[config.mk]
export PLATFORM = sky130hd
export DESIGN_NAME = if_stage_fetch_queue_flat
export DESIGN_NICKNAME = d
export VERILOG_FILES = /design/src/rtl/if_stage_fetch_queue_if.sv /design/src/rtl/if_stage_fetch_queue.sv /design/src/flat_wrapper.sv
export SDC_FILE = /design/constraint.sdc
export NUM_CORES = 1
export LEC_CHECK = 0
export BUFFER_PORTS_ARGS = -buffer_cell sky130_fd_sc_hd__buf_2
export CAP_MARGIN = 10
export CELL_PAD_IN_SITES_DETAIL_PLACEMENT = 1
export CELL_PAD_IN_SITES_GLOBAL_PLACEMENT = 1
export CORE_ASPECT_RATIO = 1.75
export CORE_MARGIN = 5
export CORE_UTILIZATION = 43
export DETAILED_ROUTE_END_ITERATION = 7
export PLACE_DENSITY = 0.82
export REMOVE_ABC_BUFFERS = 1
export SYNTH_ARGS = -nofsm -noshare
export SYNTH_HDL_FRONTEND = slang
export SYNTH_SLANG_ARGS = --single-unit
[constraint.sdc]
create_clock -name clk -period 8 [get_ports clk]
set_input_delay 1.6 -clock clk [delete_from_list [all_inputs] [get_ports clk]]
set_output_delay 1.6 -clock clk [all_outputs]
set_load 0.01 [all_outputs]
[src/rtl/if_stage_fetch_queue_if.sv]
// Fetch-stage bus bundle: ID handshake, branch bus, instruction SRAM port and WB redirect.
// The fetch stage drives through the master modport; its environment uses slave.
interface if_stage_fetch_queue_if;
   logic        ds_allowin;
   logic [34:0] br_bus;
   logic        fs_to_ds_valid;
   logic [70:0] fs_to_ds_bus;
   logic        inst_sram_en;
   logic [3:0]  inst_sram_wen;
   logic [31:0] inst_sram_addr;
   logic [31:0] inst_sram_wdata;
   logic [31:0] inst_sram_rdata;
   logic        flush;
   logic [31:0] CP0_EPC;
   logic        ws_inst_eret;

   modport master (
      input  ds_allowin, br_bus, inst_sram_rdata, flush, CP0_EPC, ws_inst_eret,
      output fs_to_ds_valid, fs_to_ds_bus, inst_sram_en, inst_sram_wen,
             inst_sram_addr, inst_sram_wdata
   );

   modport slave (
      output ds_allowin, br_bus, inst_sram_rdata, flush, CP0_EPC, ws_inst_eret,
      input  fs_to_ds_valid, fs_to_ds_bus, inst_sram_en, inst_sram_wen,
             inst_sram_addr, inst_sram_wdata
   );
endinterface

[src/rtl/if_stage_fetch_queue.sv]
// IF stage with a DEPTH-entry fetch queue, branch delay-slot tracking and WB redirects.
// Optional macro FS_QUEUE_BYPASS_EN forwards an SRAM response straight to ID when the queue is empty.
module if_stage_fetch_queue #(
   parameter int          DEPTH    = 4,
   parameter logic [31:0] RESET_PC = 32'hbfc00000,
   parameter logic [31:0] EXC_VEC  = 32'hbfc00380
) (
   input  logic                   clk,
   input  logic                   resetn,
   if_stage_fetch_queue_if.master fq
);
   localparam int PW = $clog2(DEPTH);
   localparam int CW = PW + 1;
   localparam logic [4:0] EXC_ADEL = 5'h04;

   typedef enum logic [1:0] {S_RUN, S_BR_DS, S_HALT} state_t;

   state_t        r_state, w_state_next;
   logic [31:0]   r_fetch_pc, w_fetch_pc_next;
   logic [31:0]   r_br_target, w_br_target_next;
   logic [PW-1:0] r_rd_ptr, r_wr_ptr, w_rd_ptr_next, w_wr_ptr_next;
   logic [CW-1:0] r_count, w_count_next;
   logic          r_inflight;
   logic [31:0]   r_inflight_pc;

   logic [31:0]   r_q_pc   [DEPTH];
   logic [31:0]   r_q_inst [DEPTH];
   logic          r_q_ex   [DEPTH];

   logic          w_ds_is_branch, w_br_stall, w_br_taken, w_br_stall_eff;
   logic [31:0]   w_br_target, w_redirect_pc, w_req_pc;
   logic          w_flush, w_q_empty, w_bypass, w_out_valid, w_pop, w_pop_q;
   logic          w_resp_push, w_ds_in_queue, w_ds_held, w_br_act, w_discard;
   logic          w_exc_push, w_push, w_credit, w_req;

   assign w_ds_is_branch = fq.br_bus[34];
   assign w_br_stall     = fq.br_bus[33];
   assign w_br_taken     = fq.br_bus[32];
   assign w_br_target    = fq.br_bus[31:0];
   assign w_flush        = fq.flush;
   assign w_br_stall_eff = w_br_stall && !w_flush;
   assign w_redirect_pc  = fq.ws_inst_eret ? fq.CP0_EPC : EXC_VEC;
   assign w_q_empty      = (r_count == '0);

`ifdef FS_QUEUE_BYPASS_EN
   assign w_bypass = !w_flush && w_q_empty && r_inflight;
`else
   assign w_bypass = 1'b0;
`endif

   assign w_out_valid = !w_q_empty || w_bypass;
   assign w_pop       = w_out_valid && fq.ds_allowin;
   assign w_pop_q     = w_pop && !w_q_empty;
   assign w_resp_push = r_inflight && !(w_pop && w_bypass);

   // Delay slot is the oldest survivor: queue entry after this pop, else the arriving response.
   assign w_ds_in_queue = (r_count - CW'(w_pop_q)) != '0;
   assign w_ds_held     = w_ds_in_queue || w_resp_push;
   assign w_br_act      = w_br_taken && !w_flush && (r_state != S_HALT);
   assign w_discard     = w_br_act && w_ds_in_queue;

   assign w_exc_push = !w_flush && !w_br_act && (r_state != S_HALT) &&
                       (r_fetch_pc[1:0] != 2'b00) && !r_inflight && (r_count < CW'(DEPTH));
   assign w_push     = w_exc_push || (w_resp_push && !w_discard && !w_flush);

   assign w_req_pc = w_flush                 ? w_redirect_pc :
                     (w_br_act && w_ds_held) ? w_br_target   : r_fetch_pc;
   // Credit counts the outstanding response so a full queue can never be overrun.
   assign w_credit = w_flush || ((r_count + CW'(r_inflight)) < CW'(DEPTH));
   assign w_req    = resetn && (w_flush || (r_state != S_HALT)) && !w_br_stall_eff &&
                     w_credit && (w_req_pc[1:0] == 2'b00);

   assign fq.inst_sram_en    = w_req;
   assign fq.inst_sram_addr  = w_req_pc;
   assign fq.inst_sram_wen   = 4'h0;
   assign fq.inst_sram_wdata = 32'h0;

   always_comb begin
      fq.fs_to_ds_valid = w_out_valid;
      fq.fs_to_ds_bus   = '0;
      if (w_bypass) begin
         fq.fs_to_ds_bus = {1'b0, 5'h00, w_ds_is_branch, fq.inst_sram_rdata, r_inflight_pc};
      end else if (!w_q_empty) begin
         fq.fs_to_ds_bus = {r_q_ex[r_rd_ptr], r_q_ex[r_rd_ptr] ? EXC_ADEL : 5'h00,
                            w_ds_is_branch, r_q_inst[r_rd_ptr], r_q_pc[r_rd_ptr]};
      end
   end

   always_comb begin
      w_state_next     = r_state;
      w_fetch_pc_next  = r_fetch_pc;
      w_br_target_next = r_br_target;
      w_rd_ptr_next    = r_rd_ptr;
      w_wr_ptr_next    = r_wr_ptr;
      w_count_next     = r_count;
      if (w_flush) begin
         w_state_next    = S_RUN;
         w_rd_ptr_next   = '0;
         w_wr_ptr_next   = '0;
         w_count_next    = '0;
         w_fetch_pc_next = w_req ? w_req_pc + 32'd4 : w_req_pc;
      end else begin
         w_rd_ptr_next = r_rd_ptr + PW'(w_pop_q);
         if (w_discard) begin
            w_wr_ptr_next = w_rd_ptr_next + PW'(1);
            w_count_next  = CW'(1);
         end else begin
            w_wr_ptr_next = r_wr_ptr + PW'(w_push);
            w_count_next  = r_count + CW'(w_push) - CW'(w_pop_q);
         end
         if (w_br_act) begin
            w_state_next = S_RUN;
            if (w_ds_held) begin
               w_fetch_pc_next = w_req ? w_br_target + 32'd4 : w_br_target;
            end else if (w_req) begin
               w_fetch_pc_next = w_br_target;
            end else begin
               w_state_next     = S_BR_DS;
               w_br_target_next = w_br_target;
            end
         end else begin
            case (r_state)
               S_RUN: begin
                  if (w_req)           w_fetch_pc_next = r_fetch_pc + 32'd4;
                  else if (w_exc_push) w_state_next    = S_HALT;
               end
               S_BR_DS: begin
                  if (w_req) begin
                     w_fetch_pc_next = r_br_target;
                     w_state_next    = S_RUN;
                  end else if (w_exc_push) begin
                     w_state_next = S_HALT;
                  end
               end
               default: ;
            endcase
         end
      end
   end

   always_ff @(posedge clk or negedge resetn) begin
      if (!resetn) begin
         r_state       <= S_RUN;
         r_fetch_pc    <= RESET_PC;
         r_br_target   <= '0;
         r_rd_ptr      <= '0;
         r_wr_ptr      <= '0;
         r_count       <= '0;
         r_inflight    <= 1'b0;
         r_inflight_pc <= '0;
      end else begin
         r_state       <= w_state_next;
         r_fetch_pc    <= w_fetch_pc_next;
         r_br_target   <= w_br_target_next;
         r_rd_ptr      <= w_rd_ptr_next;
         r_wr_ptr      <= w_wr_ptr_next;
         r_count       <= w_count_next;
         r_inflight    <= w_req;
         r_inflight_pc <= w_req_pc;
      end
   end

   always_ff @(posedge clk) begin
      if (w_push) begin
         r_q_ex[r_wr_ptr]   <= w_exc_push;
         r_q_inst[r_wr_ptr] <= w_exc_push ? 32'h0 : fq.inst_sram_rdata;
         r_q_pc[r_wr_ptr]   <= w_exc_push ? r_fetch_pc : r_inflight_pc;
      end
   end
endmodule

[src/flat_wrapper.sv]
// flat-port wrapper written by rule: the top's interface ports become plain ports
module if_stage_fetch_queue_flat 
#(
   parameter int          DEPTH    = 4,
   parameter logic [31:0] RESET_PC = 32'hbfc00000,
   parameter logic [31:0] EXC_VEC  = 32'hbfc00380
)
  (clk, resetn, fq_ds_allowin, fq_br_bus, fq_inst_sram_rdata, fq_flush, fq_CP0_EPC, fq_ws_inst_eret, fq_fs_to_ds_valid, fq_fs_to_ds_bus, fq_inst_sram_en, fq_inst_sram_wen, fq_inst_sram_addr, fq_inst_sram_wdata);
  if_stage_fetch_queue_if fq_i ();
  input  logic clk;
  input  logic resetn;
  input wire logic [$bits(fq_i.ds_allowin)-1:0] fq_ds_allowin;
  input wire logic [$bits(fq_i.br_bus)-1:0] fq_br_bus;
  input wire logic [$bits(fq_i.inst_sram_rdata)-1:0] fq_inst_sram_rdata;
  input wire logic [$bits(fq_i.flush)-1:0] fq_flush;
  input wire logic [$bits(fq_i.CP0_EPC)-1:0] fq_CP0_EPC;
  input wire logic [$bits(fq_i.ws_inst_eret)-1:0] fq_ws_inst_eret;
  output wire logic [$bits(fq_i.fs_to_ds_valid)-1:0] fq_fs_to_ds_valid;
  output wire logic [$bits(fq_i.fs_to_ds_bus)-1:0] fq_fs_to_ds_bus;
  output wire logic [$bits(fq_i.inst_sram_en)-1:0] fq_inst_sram_en;
  output wire logic [$bits(fq_i.inst_sram_wen)-1:0] fq_inst_sram_wen;
  output wire logic [$bits(fq_i.inst_sram_addr)-1:0] fq_inst_sram_addr;
  output wire logic [$bits(fq_i.inst_sram_wdata)-1:0] fq_inst_sram_wdata;
  assign fq_i.ds_allowin = fq_ds_allowin;
  assign fq_i.br_bus = fq_br_bus;
  assign fq_i.inst_sram_rdata = fq_inst_sram_rdata;
  assign fq_i.flush = fq_flush;
  assign fq_i.CP0_EPC = fq_CP0_EPC;
  assign fq_i.ws_inst_eret = fq_ws_inst_eret;
  assign fq_fs_to_ds_valid = fq_i.fs_to_ds_valid;
  assign fq_fs_to_ds_bus = fq_i.fs_to_ds_bus;
  assign fq_inst_sram_en = fq_i.inst_sram_en;
  assign fq_inst_sram_wen = fq_i.inst_sram_wen;
  assign fq_inst_sram_addr = fq_i.inst_sram_addr;
  assign fq_inst_sram_wdata = fq_i.inst_sram_wdata;
  if_stage_fetch_queue #(.DEPTH(DEPTH), .RESET_PC(RESET_PC), .EXC_VEC(EXC_VEC)) u_core (.clk(clk), .resetn(resetn), .fq(fq_i));
endmodule
==> metrics.csv <==
stage,metric,value,unit
placed_design,Worst Setup Slack post-DPL,1.77,ns
logic_synthesis,Syn Inst Count,1356,
final_layout,most frequent cells in the layout,"edfxtp_1, buf_2, nand2_1, dfrtp_1, and2_1",
die,num ports,245,
worst_setup_path,worst path required time,6.40,ns
timing,final worst-path cycle share,0.781,
route,routed vias/inst,5.89,
clocking,root buf cell,clkbuf_16,
worst_setup_path,Critical Path AT,4.65,ns
worst_setup_path,CP peak stage delay,0.73,ns
logic_synthesis,Ys Warns,0,
timing,slew margin rel.,0.281,
die,Site Rows,99,
timing,unrepaired setup endpoints after global routing,false,
logic_synthesis,ys async rst share,0.290,
timing,worst setup margin,1.75,ns
final_layout,layout cells sized above 1,0.286,
route,via count,12500,
clocking,CTS buffer count,34,
timing,Setup-failing EPs final,0,
timing,FMAX,160,MHz
run_status,outcome,"complete, no violations",
final_layout,post-layout instance count excluding filler cells,2122,
clocking,cts hold-fix bufs,0,
global_route,grt ovf,0,
die,Die H,280,µm
die,Initial Util,0.432,
clocking,CTS tree,built,
pwr,Final Total Pwr,6.47,mW
logic_synthesis,synth unique cells,87,
clocking,clk_lat worst skew,0.54,ns
timing,crit path time final,6.25,ns
worst_setup_path,Slowest cell on crit path,o41ai_1,
die,Die W,164,µm
global_route,vias in the first global route,13700,
global_route,GRT Overall Usage,0.238,
clocking,clk buf depth,3,
timing,fin. max-slew vios,0,
logic_synthesis,number of synthesized register bits,366,
clocking,clock-pin slew on the worst setup and hold paths,0.06,ns
route,router iterations before antenna repair,5,
worst_setup_path,kind of start point of the critical path,primary input,
timing,final hold violations,0,
pwr,Max IR drop VDD,0.000185,V
run,Max Cap Viol,0,
logic_synthesis,Syn Std Cell Area,17900,µm²
clocking,setup bufs post-CTS,0,
timing,Setup Skew,0.0253,ns
placed_design,post-DP HPWL,38500,µm
logic_synthesis,syn avg cell area,13.2,µm²
logic_synthesis,prevailing post-synth register cell,edfxtp_1,
final_layout,Layout Utilization,0.494,
pwr,Power Dens Cells,316,nW/µm²
route,Total Wirelength,55100,µm
global_route,largest net degree at the start of global routing,69,
placed_design,number of I/O port buffers,204,
route,DRT antenna net count,0,
logic_synthesis,Post-synth EDFFs,260,
placed_design,routability cong.,0.943,
clocking,CTS resizes,0,
die,core box area,41500,µm²
route,DRC,0,
global_route,first-pass GRT wire length,82900,µm
final_layout,"commonest non-fill, non-tap cell in the layout",edfxtp_1,
clocking,H-tree levels,2,
worst_setup_path,Crit Path Max Fanout,25,
pwr,Static Leak,7.60,nW
clocking,clock sink count,366,
worst_setup_path,WS Path Type,in -> out,
worst_setup_path,CP Capture Type,output port,
timing,worst slew pin tran,1.08,ns
worst_setup_path,"Critical Path, Cell by Cell",buf_2 -> and2_1 -> nand2_1 -> nand2_1 -> o41ai_1 -> nand3_2 -> inv_2 -> buf_2,
route,routed len/inst,26.0,µm
route,Initial DRC Count,775,
hold_path,Hold Path Class,reg -> reg,
final_layout,Area Growth Syn to Fin,14.4,%
placed_design,placed cell count,2059,
logic_synthesis,register area share after synthesis,0.585,
final_layout,Nets,1651,
die,Die Area,46000,µm²
global_route,initial antenna violation count,2,
[logic make-up after synthesis]
family,Yosys count,share of synthesized area
other,1,0.000209
and+or+nand+nor,444,0.133
xor gates and xnor gates,66,0.0323
DFF,366,0.585
adders and majority gates,7,0.00531
AOI/OAI and AO/OA,197,0.0786
muxes,134,0.124
buffers and inverters,141,0.0415
[layer usage]
metal | track usage | vias to the layer above | part of all wire | routed length, µm
met3 | 0.0319 | 216 | 0.051 | 2820
li1 | - | 5417 | - | -
met2 | 0.425 | 541 | 0.53 | 29000
met4 | 0.149 | 0 | 0.073 | 4010
met1 | 0.265 | 6323 | 0.35 | 19300
met5 | 0 | - | 0 | 0
[flip-flops by register name (all words and copies together), names as in the netlist]
name                  cells
u_core.r_q_inst         128
u_core.r_q_pc           128
u_core.r_br_target       32
u_core.r_fetch_pc        32
u_core.r_inflight_pc     32
u_core.r_q_ex             4
u_core.r_count            3
u_core.r_rd_ptr           2
u_core.r_state            2
u_core.r_wr_ptr           2
u_core.r_inflight         1
[metrics by stage]
| step | hold WS (ns) | setup TNS, ns | area (µm²) |
|---|---|---|---|
| floorplan | 0.445 | -187.49 | 17400 |
| global placement | 0.457 | 0 | 19300 |
| detailed placement | 0.466 | 0 | 19300 |
| CTS | 0.480 | 0 | 20500 |
| global route | 0.504 | 0 | 20500 |
| finish | 0.475 | 0 | 20500 |
[layout make-up]
type | instances | area (µm²)
timing repair buffer | 228 | 1200
tap | 555 | 694
antenna | 2 | 5.00
sequential | 366 | 10500
inverter | 22 | 82.6
multi-input combinational | 888 | 6890
fill | 4301 | 21000
clock inverter | 14 | 160
clock buffer | 47 | 983
[final timing paths]
kind | from | end | slack [ns] | depth (start not counted)
max | fq_flush | fq_inst_sram_en | 1.75 | 8
min | u_core.r_br_target[25]$_DFFE_PN0P_ | u_core.r_br_target[25]$_DFFE_PN0P_ | 0.48 | 2
max reg2reg | u_core.r_state[1]$_DFFE_PN0P_ | u_core.r_fetch_pc[25]$_DFFE_PN1P_ | 3.64 | 9
min reg2reg | u_core.r_br_target[25]$_DFFE_PN0P_ | u_core.r_br_target[25]$_DFFE_PN0P_ | 0.48 | 2
max in group asynchronous | resetn | u_core.r_inflight_pc[26]$_DFF_PN0_ | 5.49 | 3
min in group asynchronous | resetn | u_core.r_inflight_pc[3]$_DFF_PN0_ | 1.33 | 2
[synthesized netlist by cell type (37+ instances only)]
master	n	area, µm²
o21ai_0	46	230
xnor2_1	41	359
nor2b_1	37	231
mux4_2	65	1460
nand3_1	64	320
dfrtp_1	97	2430
and2_1	74	463
nand2_1	104	390
edfxtp_1	260	7810
buf_4	48	360
nor2_1	59	221
clkbuf_1	51	191
mux2_2	60	676
[power by group]
| group | internal, mW | total [mW] | switching, mW |
|---|---|---|---|
| registers | 2.45 | 2.71 | 0.263 |
| clock network | 0.965 | 1.68 | 0.713 |
| logic | 0.873 | 2.08 | 1.21 |
| total | 4.29 | 6.47 | 2.18 |
[worst max-delay path, delay by kind of cell]
family	cells	cell delay, ns
and+or+nand+nor	4	1.47
buffers and inverters	3	0.83
AOI/OAI and AO/OA	1	0.73
Note: power is estimated with default switching activity, not from simulation.
